<file path="src/rtl/life_run_ctrl.sv">
// rtl/life_run_ctrl.sv - run/pause/step/speed controller for a Game of Life generation engine
// Define LIFE_GEN_COUNT_EN to build the completed-generation counter; otherwise gen_count is tied to zero.
module life_run_ctrl #(
    parameter int unsigned BASE_DIV    = 1_500_000,
    parameter int unsigned RESET_SPEED = 4
) (
    input  logic        clk,
    input  logic        rst,
    input  logic [3:0]  usr_op,
    input  logic        gen_done,
    output logic        gen_req,
    output logic        running,
    output logic [2:0]  speed,
    output logic [15:0] gen_count
);

    typedef enum logic [1:0] {
        PAUSE    = 2'd0,
        RUN_WAIT = 2'd1,
        RUN_REQ  = 2'd2,
        STEP_REQ = 2'd3
    } state_t;

    state_t      state_q, state_d;
    logic [3:0]  op_q;
    logic [3:0]  op_edge;
    logic        run_edge, step_edge, up_edge, dn_edge;
    logic [2:0]  speed_q, speed_d;
    logic        speed_chg;
    logic [31:0] tick_q, tick_d;
    logic [31:0] period_m1;
    logic        pause_pend_q, pause_pend_d;

    assign op_edge   = usr_op & ~op_q;
    assign run_edge  = op_edge[0];
    assign step_edge = op_edge[1];
    assign up_edge   = op_edge[2];
    assign dn_edge   = op_edge[3];

    // Opposing speed edges in one cycle cancel out.
    always_comb begin
        speed_d = speed_q;
        if (up_edge && !dn_edge && speed_q != 3'd7) begin
            speed_d = speed_q + 3'd1;
        end else if (dn_edge && !up_edge && speed_q != 3'd0) begin
            speed_d = speed_q - 3'd1;
        end
    end

    assign speed_chg = (speed_d != speed_q);
    assign period_m1 = (32'(BASE_DIV) << (3'd7 - speed_q)) - 32'd1;

    always_ff @(posedge clk) begin
        if (rst) begin
            state_q      <= PAUSE;
            op_q         <= usr_op;
            speed_q      <= 3'(RESET_SPEED);
            tick_q       <= 32'd0;
            pause_pend_q <= 1'b0;
        end else begin
            state_q      <= state_d;
            op_q         <= usr_op;
            speed_q      <= speed_d;
            tick_q       <= tick_d;
            pause_pend_q <= pause_pend_d;
        end
    end

    // gen_done only counts in the request states, so a stale pulse elsewhere is harmless.
    always_comb begin
        state_d = state_q;
        case (state_q)
            PAUSE: begin
                if (run_edge) begin
                    state_d = RUN_WAIT;
                end else if (step_edge) begin
                    state_d = STEP_REQ;
                end
            end
            RUN_WAIT: begin
                if (run_edge) begin
                    state_d = PAUSE;
                end else if (!speed_chg && tick_q >= period_m1) begin
                    state_d = RUN_REQ;
                end
            end
            RUN_REQ: begin
                if (gen_done) begin
                    state_d = (pause_pend_q || run_edge) ? PAUSE : RUN_WAIT;
                end
            end
            STEP_REQ: begin
                if (gen_done) begin
                    state_d = PAUSE;
                end
            end
            default: state_d = PAUSE;
        endcase
    end

    // Every state change and every effective speed change restarts the period.
    always_comb begin
        tick_d = tick_q;
        if (state_d != state_q || speed_chg) begin
            tick_d = 32'd0;
        end else if (state_q == RUN_WAIT) begin
            tick_d = tick_q + 32'd1;
        end
    end

    always_comb begin
        pause_pend_d = 1'b0;
        if (state_q == RUN_REQ && state_d == RUN_REQ) begin
            pause_pend_d = pause_pend_q | run_edge;
        end
    end

    always_comb begin
        gen_req = 1'b0;
        running = 1'b0;
        case (state_q)
            RUN_WAIT: running = 1'b1;
            RUN_REQ: begin
                running = 1'b1;
                gen_req = 1'b1;
            end
            STEP_REQ: gen_req = 1'b1;
            default: begin
                gen_req = 1'b0;
                running = 1'b0;
            end
        endcase
    end

    assign speed = speed_q;

`ifdef LIFE_GEN_COUNT_EN
    logic [15:0] count_q;

    always_ff @(posedge clk) begin
        if (rst) begin
            count_q <= 16'h0000;
        end else if (gen_done && gen_req) begin
            count_q <= count_q + 16'h0001;
        end
    end

    assign gen_count = count_q;
`else
    assign gen_count = 16'h0000;
`endif

endmodule

</file>
<file path="config.mk">
export PLATFORM = sky130hd
export DESIGN_NAME = life_run_ctrl
export DESIGN_NICKNAME = d
export VERILOG_FILES = /design/src/rtl/life_run_ctrl.sv
export SDC_FILE = /design/constraint.sdc
export NUM_CORES = 1
export LEC_CHECK = 0
export ABC_AREA = 1
export BUFFER_PORTS_ARGS = -buffer_cell sky130_fd_sc_hd__clkbuf_2
export CAP_MARGIN = 15
export CORE_MARGIN = 3
export CORE_UTILIZATION = 26
export CTS_CLUSTER_DIAMETER = 30
export DETAILED_ROUTE_END_ITERATION = 12
export GPL_TIMING_DRIVEN = 0
export PLACE_DENSITY_LB_ADDON = 0.25
export SYNTH_ARGS = -nofsm -noshare
export SYNTH_HDL_FRONTEND = slang
export SYNTH_SLANG_ARGS = --single-unit
</file>
<file path="constraint.sdc">
create_clock -name clk -period 3.4 [get_ports clk]
set_clock_uncertainty 0.15 [all_clocks]
set_input_delay 0.17 -clock clk [delete_from_list [all_inputs] [get_ports clk]]
set_output_delay 0.17 -clock clk [all_outputs]
set_load 0.01 [all_outputs]
</file>
Yosys cells after proc, flatten, opt, wreduce, memory -nomap -nowiden:

Index checks and enable logic that the tools add are counted.

* reductions and logical operators: 17
* add/sub/neg operators: 5
* eq/ne operators: 7
* mux-type cells: 12
* shift operators: 1
* $lt $le $gt $ge: 1
* bitwise gates (word level): 4

Operators by type and width (number)
* adder 32 x 1 -> 32 bit (second input constant): 1
* greater-or-equal comparator 32 bit: 1
* << shifter 21 x 3 -> 32 bit (first input constant): 1
* subtractor 32 x 1 -> 32 bit (second input constant): 1
* 2-to-1 mux 2 bit: 6
* case mux 2 bit (4 select lines): 1
* OR reduction 2 bit: 4
* == test 2 bit (second input constant): 3
* logical AND 1 bit: 6
* 2-to-1 mux 3 bit: 2
* AND 4 bit: 1
* inverter 4 bit: 1
* adder 3 x 1 -> 3 bit (second input constant): 1
* zero test 1 bit: 3
* 2-to-1 mux 1 bit: 3
* inequality test 3 bit: 1
* inequality test 3 bit (second input constant): 1
* nonzero test 3 bit: 1
* subtractor 3 x 1 -> 3 bit (second input constant): 1
* subtractor 3 bit (first input constant): 1
* == test 2 x 1 -> 1 bit (second input constant): 1
* zero test 2 bit: 1
* logical OR 1 bit: 2
* inequality test 2 bit: 1
* other kinds (2): 2

* input port bits: 7
* word-level logic and storage cells: 52
* output and inout port bits: 21
* flip-flop bits (word level): 42

Longest topological paths before layout:

* word-level depth: 17
* gate-level depth with buffers: 27
* gate-level depth less buffers: 26

Worst setup path after synthesis:

No wires, ideal clock.

* kind: register to register
* start point: reg speed_q[0] (netlist: speed[0])
* end point: reg tick_q[26]
* cell stages (with the launch flop): 25
* setup time: 0.117 ns
* path buffers: 1
* data required time: 3.133 ns
* path slack: 0.037 ns
* arrival: 3.096 ns
* path through: dfxtp_1 > inv_1 > ha_1 > nand2_1 > nand2_1 > nor2_1 > nand3_1 > o31ai_1 > ha_1 > nand2_1 > nor2_1 > and2_1 > nand2_1 > nand3_2 > nand2_1 > nand2_1 > nand2_1 > nand2_1 > nand2_2 > nand2_2 > nor2_1 > nor2_1 > nand2_2 > buf_6 > nor2_2

* cells in the longest elaborated chain, start to end: 13
* elaborated cells on any way between the ends: 21

Ends and longest elaborated chain
* from (decl): line 28 `logic [2:0] speed_q, speed_d;`
* from (signal assigned): line 57 `speed_q <= 3'(RESET_SPEED);`
* from (signal assigned): line 63 `speed_q <= speed_d;`
* parallel branches: the longest is 11 deep, another holds subtractor 32 x 1 -> 32 bit
* logical OR 1 bit *: line 104 `if (state_d != state_q || speed_chg) begin`
* OR reduction 2 bit (no source line) *
* to (signal assigned): line 64 `tick_q <= tick_d;`
* to (decl): line 30 `logic [31:0] tick_q, tick_d;`

Every way passes the cells marked *.
A chain may end at the register's enable or synchronous reset.

Worst setup path in the final report:

* start point: reg speed_q[0] (netlist: speed[0])
* end point: reg tick_q[1]

The elaborated chain is that of the path after synthesis.

==> PnR_summary.wiki <==
{| class="wikitable"
! Metric !! Value
|-
| Primary FF master, synth || sky130_fd_sc_hd__dfxtp_1
|-
| Overall die height || roughly 120 microns
|-
| Min setup slack post-route || between 0.02 and 0.03 ns
|-
| Delay of the slowest cell on the worst path || 0.38 ns
|-
| Maximum number of pins on one net before global-route repair || 13
|-
| Register bit total from synthesis || 42
|-
| Library cell appearing most often on the critical path || sky130_fd_sc_hd__nand2_2
|-
| Overall overflow remaining after global route || 0
|-
| Leading cell types by count after synthesis || sky130_fd_sc_hd__nand2_1, sky130_fd_sc_hd__inv_1, sky130_fd_sc_hd__nor2_1
|-
| Distinct cells, synth || 40
|-
| Kind of start point of the critical path || register
|-
| DPL Wire Length || slightly below 6000 microns
|-
| Worst flop-to-flop path endpoint || tick_q[1]$_SDFFE_PP0P_
|-
| Worst R2R Setup Slack || 0.03 ns
|-
| Top cell family by delay on the critical path || simple AND/OR/NAND/NOR gates
|-
| Critical-path cell with the highest stage delay || sky130_fd_sc_hd__dfxtp_4
|-
| Critical path cell sequence || clkinvlp_4 > ha_4 > nand2_4 > buf_4 > o21a_1 > xnor2_1 > inv_1 > ha_4 > nand2_1 > inv_2 > nand4_1 > and2b_1 > nand2_1 > nand2_2 > nand2_2 > nand2_2 > nand2_2 > nand2_2 > nor2_2 > nor2_2 > nand2_4 > buf_12 > clkbuf_16 > nor2_2
|-
| Worst setup path category || register to register
|-
| Setup repair after global routing missed its margin || yes
|-
| Final cell count without fillers || about 690
|-
| Critical Path Start || speed[0]$_SDFF_PP0_
|-
| Data arrival at the endpoint of the critical path || ~3.5 ns
|-
| Clock slew seen by the registers of the worst setup and hold paths || about 0.06 ns
|-
| Tot GR Track Use || 0.109
|-
| Synth-to-layout area growth || 35.5%
|-
| Overall die width || around 120 microns
|-
| Cell area after synthesis || 0.00334 sq mm
|-
| IR drop worst, VDD || 385 uV
|-
| Post-synthesis average cell area || about 7.2 sq um
|-
| Clock period minus final worst setup slack || 3.37 ns
|-
| Cell row count || 40
|-
| Worst Reg-to-Reg Cells || 24
|-
| Final wirelength || approximately 8000 microns
|-
| Routed via count || slightly below 3,000
|-
| Total number of H-tree levels || 2
|-
| Cell depth of the worst setup path || 24
|-
| Post-Syn Instances || 462
|-
| Count leader, synth || sky130_fd_sc_hd__nand2_1
|-
| Critical path buffer and inverter count || 6
|-
| Largest area contributor in the synthesized netlist || sky130_fd_sc_hd__dfxtp_1
|-
| Leak pwr || 1.86 nW
|-
| Later-pin clock latency in the skew report || about 0.28 ns
|-
| Vias per cell || 4.28
|-
| Number of global-route vias before repair || approximately 2,700
|-
| Clock buffers created by TritonCTS || 5
|-
| I/O pin cnt || 28
|-
| Diodes inserted || 0
|-
| Critical path data required time || 3.48 ns
|-
| Max Root-Sink Buffers || 2
|-
| Clock sinks || 42
|-
| CTS tree || built
|-
| Post-synth EDFFs || 0
|-
| Post-detailed-route count of antenna-violating nets || 0
|-
| Maximum Capacitance Violations || 0
|-
| DIE AREA || roughly 0.014 sq mm
|-
| GP Congestion || around 0.79
|-
| Top cells by area in the synthesized netlist || sky130_fd_sc_hd__dfxtp_1, sky130_fd_sc_hd__ha_1, sky130_fd_sc_hd__nand2_1
|-
| CP Capture Point || tick_q[1]$_SDFFE_PP0P_
|-
| Hold path cells || 5
|-
| Critical-path maximum fanout || 5
|-
| Sequential fraction of the synthesis area || 0.251
|-
| Global-route wire length before repair || around 13,000 microns
|-
| Proportion of netlist area held by the largest area contributor || 0.251
|-
| Nets@finish || ~560
|-
| Number of iterations in the first detailed-routing pass || 4
|-
| Slew Limit Fails || 0
|-
| Antenna violations before repair || 0
|-
| Synth async-reset ratio || 0
|-
| Power density of the placed cells || 461 mW/mm^2
|-
| Share of cells above drive strength 1 || 0.310
|-
| Maximum clock rate || approximately 300 MHz
|-
| Post-detailed-route wirelength per cell || ~11 microns
|-
| Number of placed cells counting well taps || about 660
|-
| Reg-to-reg startpoint || speed[0]$_SDFF_PP0_
|-
| Setup violators final || 0
|-
| Result of the run || finished, final reports clean
|-
| Root buffer cell || sky130_fd_sc_hd__clkbuf_16
|-
| Hold violation count in the final report || 0
|-
| Number of DRC markers after the initial detailed-route iteration || between 100 and 150
|-
| Worst hold path type || primary input to register
|-
| Setup TNS Final || 0 ns
|-
| Filler cell count in the final layout || approximately 1,300
|-
| Core area || between 0.01 and 0.015 sq mm
|-
| Pre-CTS worst setup slack || -0.654 ns
|-
| Warnings, synthesis || 0
|-
| Share of the clock period used by the worst path after layout || 0.991
|-
| Buffers on Ports || 11
|-
| Critical Path Sink Type || register
|-
| DRC viols || 0
|-
| Starting density of the core || 0.272
|}
==> area by class of cell <==
type / instances / area [sq um] / share of cell area
tap: 168 / 210 / 0.0464
timing repair buffer: 36 / 358 / 0.0790
inverter: 61 / 240 / 0.0530
multi-input combinational: 351 / 2520 / 0.557
sequential: 42 / 850 / 0.188
clock buffer: 5 / 125 / 0.0276
clock inverter: 2 / 10.0 / 0.00221
buffer: 23 / 215 / 0.0475
==> worst min-delay path, stage by stage <==
cell and delay, ns:
sky130_fd_sc_hd__clkbuf_2 0.13, sky130_fd_sc_hd__a311oi_4 0.10, sky130_fd_sc_hd__nand2_2 0.08, sky130_fd_sc_hd__nand2_2 0.07, sky130_fd_sc_hd__nor2_1 0.07
==> through the flow <==
step	power, mW	hold slack, ns	util	area [sq um]
6_report	2.09	0.215	0.368	4530
5_1_grt	2.22	0.230	0.368	4530
4_1_cts	1.90	0.190	0.340	4180
3_5_place_dp	1.18	0.141	0.298	3660
3_3_place_gp	1.17	0.138	0.298	3660
2_1_floorplan	1.03	0.0477	-	3400
==> state kept, by name, indices dropped and copies added (netlist names) <==
name / flops
tick_q: 32
pause_pend_q: 1
state_q: 2
speed: 3
op_q: 4
==> cells in the final DEF (no fill, tap or decap), types with 3 or more instances in the layout <==
cell type and n:
sky130_fd_sc_hd__nor2_2 16, sky130_fd_sc_hd__nand2_4 3, sky130_fd_sc_hd__inv_1 50, sky130_fd_sc_hd__xnor2_1 13, sky130_fd_sc_hd__ha_1 30, sky130_fd_sc_hd__nand2_2 13
sky130_fd_sc_hd__dfxtp_1 39, sky130_fd_sc_hd__buf_12 6, sky130_fd_sc_hd__dlygate4sd3_1 5, sky130_fd_sc_hd__clkbuf_2 11, sky130_fd_sc_hd__nor2_1 39, sky130_fd_sc_hd__inv_2 6
sky130_fd_sc_hd__nand3_1 16, sky130_fd_sc_hd__buf_4 28, sky130_fd_sc_hd__conb_1 16, sky130_fd_sc_hd__nor4_1 3, sky130_fd_sc_hd__nand4_1 5, sky130_fd_sc_hd__o21ai_0 8
sky130_fd_sc_hd__nor3_1 11, sky130_fd_sc_hd__xor2_1 21, sky130_fd_sc_hd__nand3b_1 3, sky130_fd_sc_hd__a21oi_1 11, sky130_fd_sc_hd__inv_4 3, sky130_fd_sc_hd__nor4_2 3
sky130_fd_sc_hd__nor2_4 26, sky130_fd_sc_hd__clkbuf_16 6, sky130_fd_sc_hd__buf_6 3, sky130_fd_sc_hd__nand2_1 75, sky130_fd_sc_hd__nand3_2 3, sky130_fd_sc_hd__ha_4 6
==> how the worst min path moves through the flow <==
stage	from	end	slack, ns
after detailed placement	usr_op[2]	op_q[2]$_DFF_P_	0.14
after global placement	usr_op[1]	op_q[1]$_DFF_P_	0.14
after floorplan	usr_op[0]	op_q[0]$_DFF_P_	0.05
after global routing	gen_done	state_q[0]$_SDFF_PP0_	0.23
final	gen_done	state_q[0]$_SDFF_PP0_	0.22
after CTS	gen_done	state_q[0]$_SDFF_PP0_	0.19
==> layer usage <==
metal | GRT usage | up-vias | wire length (microns)
met4 | 0.0279 | 0 | 78
met5 | 0 | - | 0
li1 | - | 1559 | -
met2 | 0.171 | 45 | 3600
met3 | 0.0228 | 8 | 312
met1 | 0.151 | 1332 | 3850
==> where the power goes <==
part / internal [mW] / switching (mW)
Sequential: 0.513 / 0.0244
Combinational: 0.517 / 0.578
Clock: 0.265 / 0.189
==> logic make-up after synthesis <==
kind of cell               Yosys count  share of synthesized area
other                                1                    0.00112
DFF                                 42                      0.251
and+or+nand+nor                    222                      0.317
xor gates and xnor gates            37                     0.0969
adders and majority gates           37                      0.138
AOI/OAI and AO/OA                   38                     0.0711
muxes                                1                    0.00299
buffers and inverters               84                      0.121
==> timing repair <==
action                                 CTS  global route
setup endpoints to repair               35            33
endpoints found under the hold margin    7             0
hold buffers                             5             0
cloned                                   2             1
pin swaps                               16            30
gates resized for setup                 45            62
setup buffers                           10             7
Note: power is estimated with default switching activity, not from simulation.
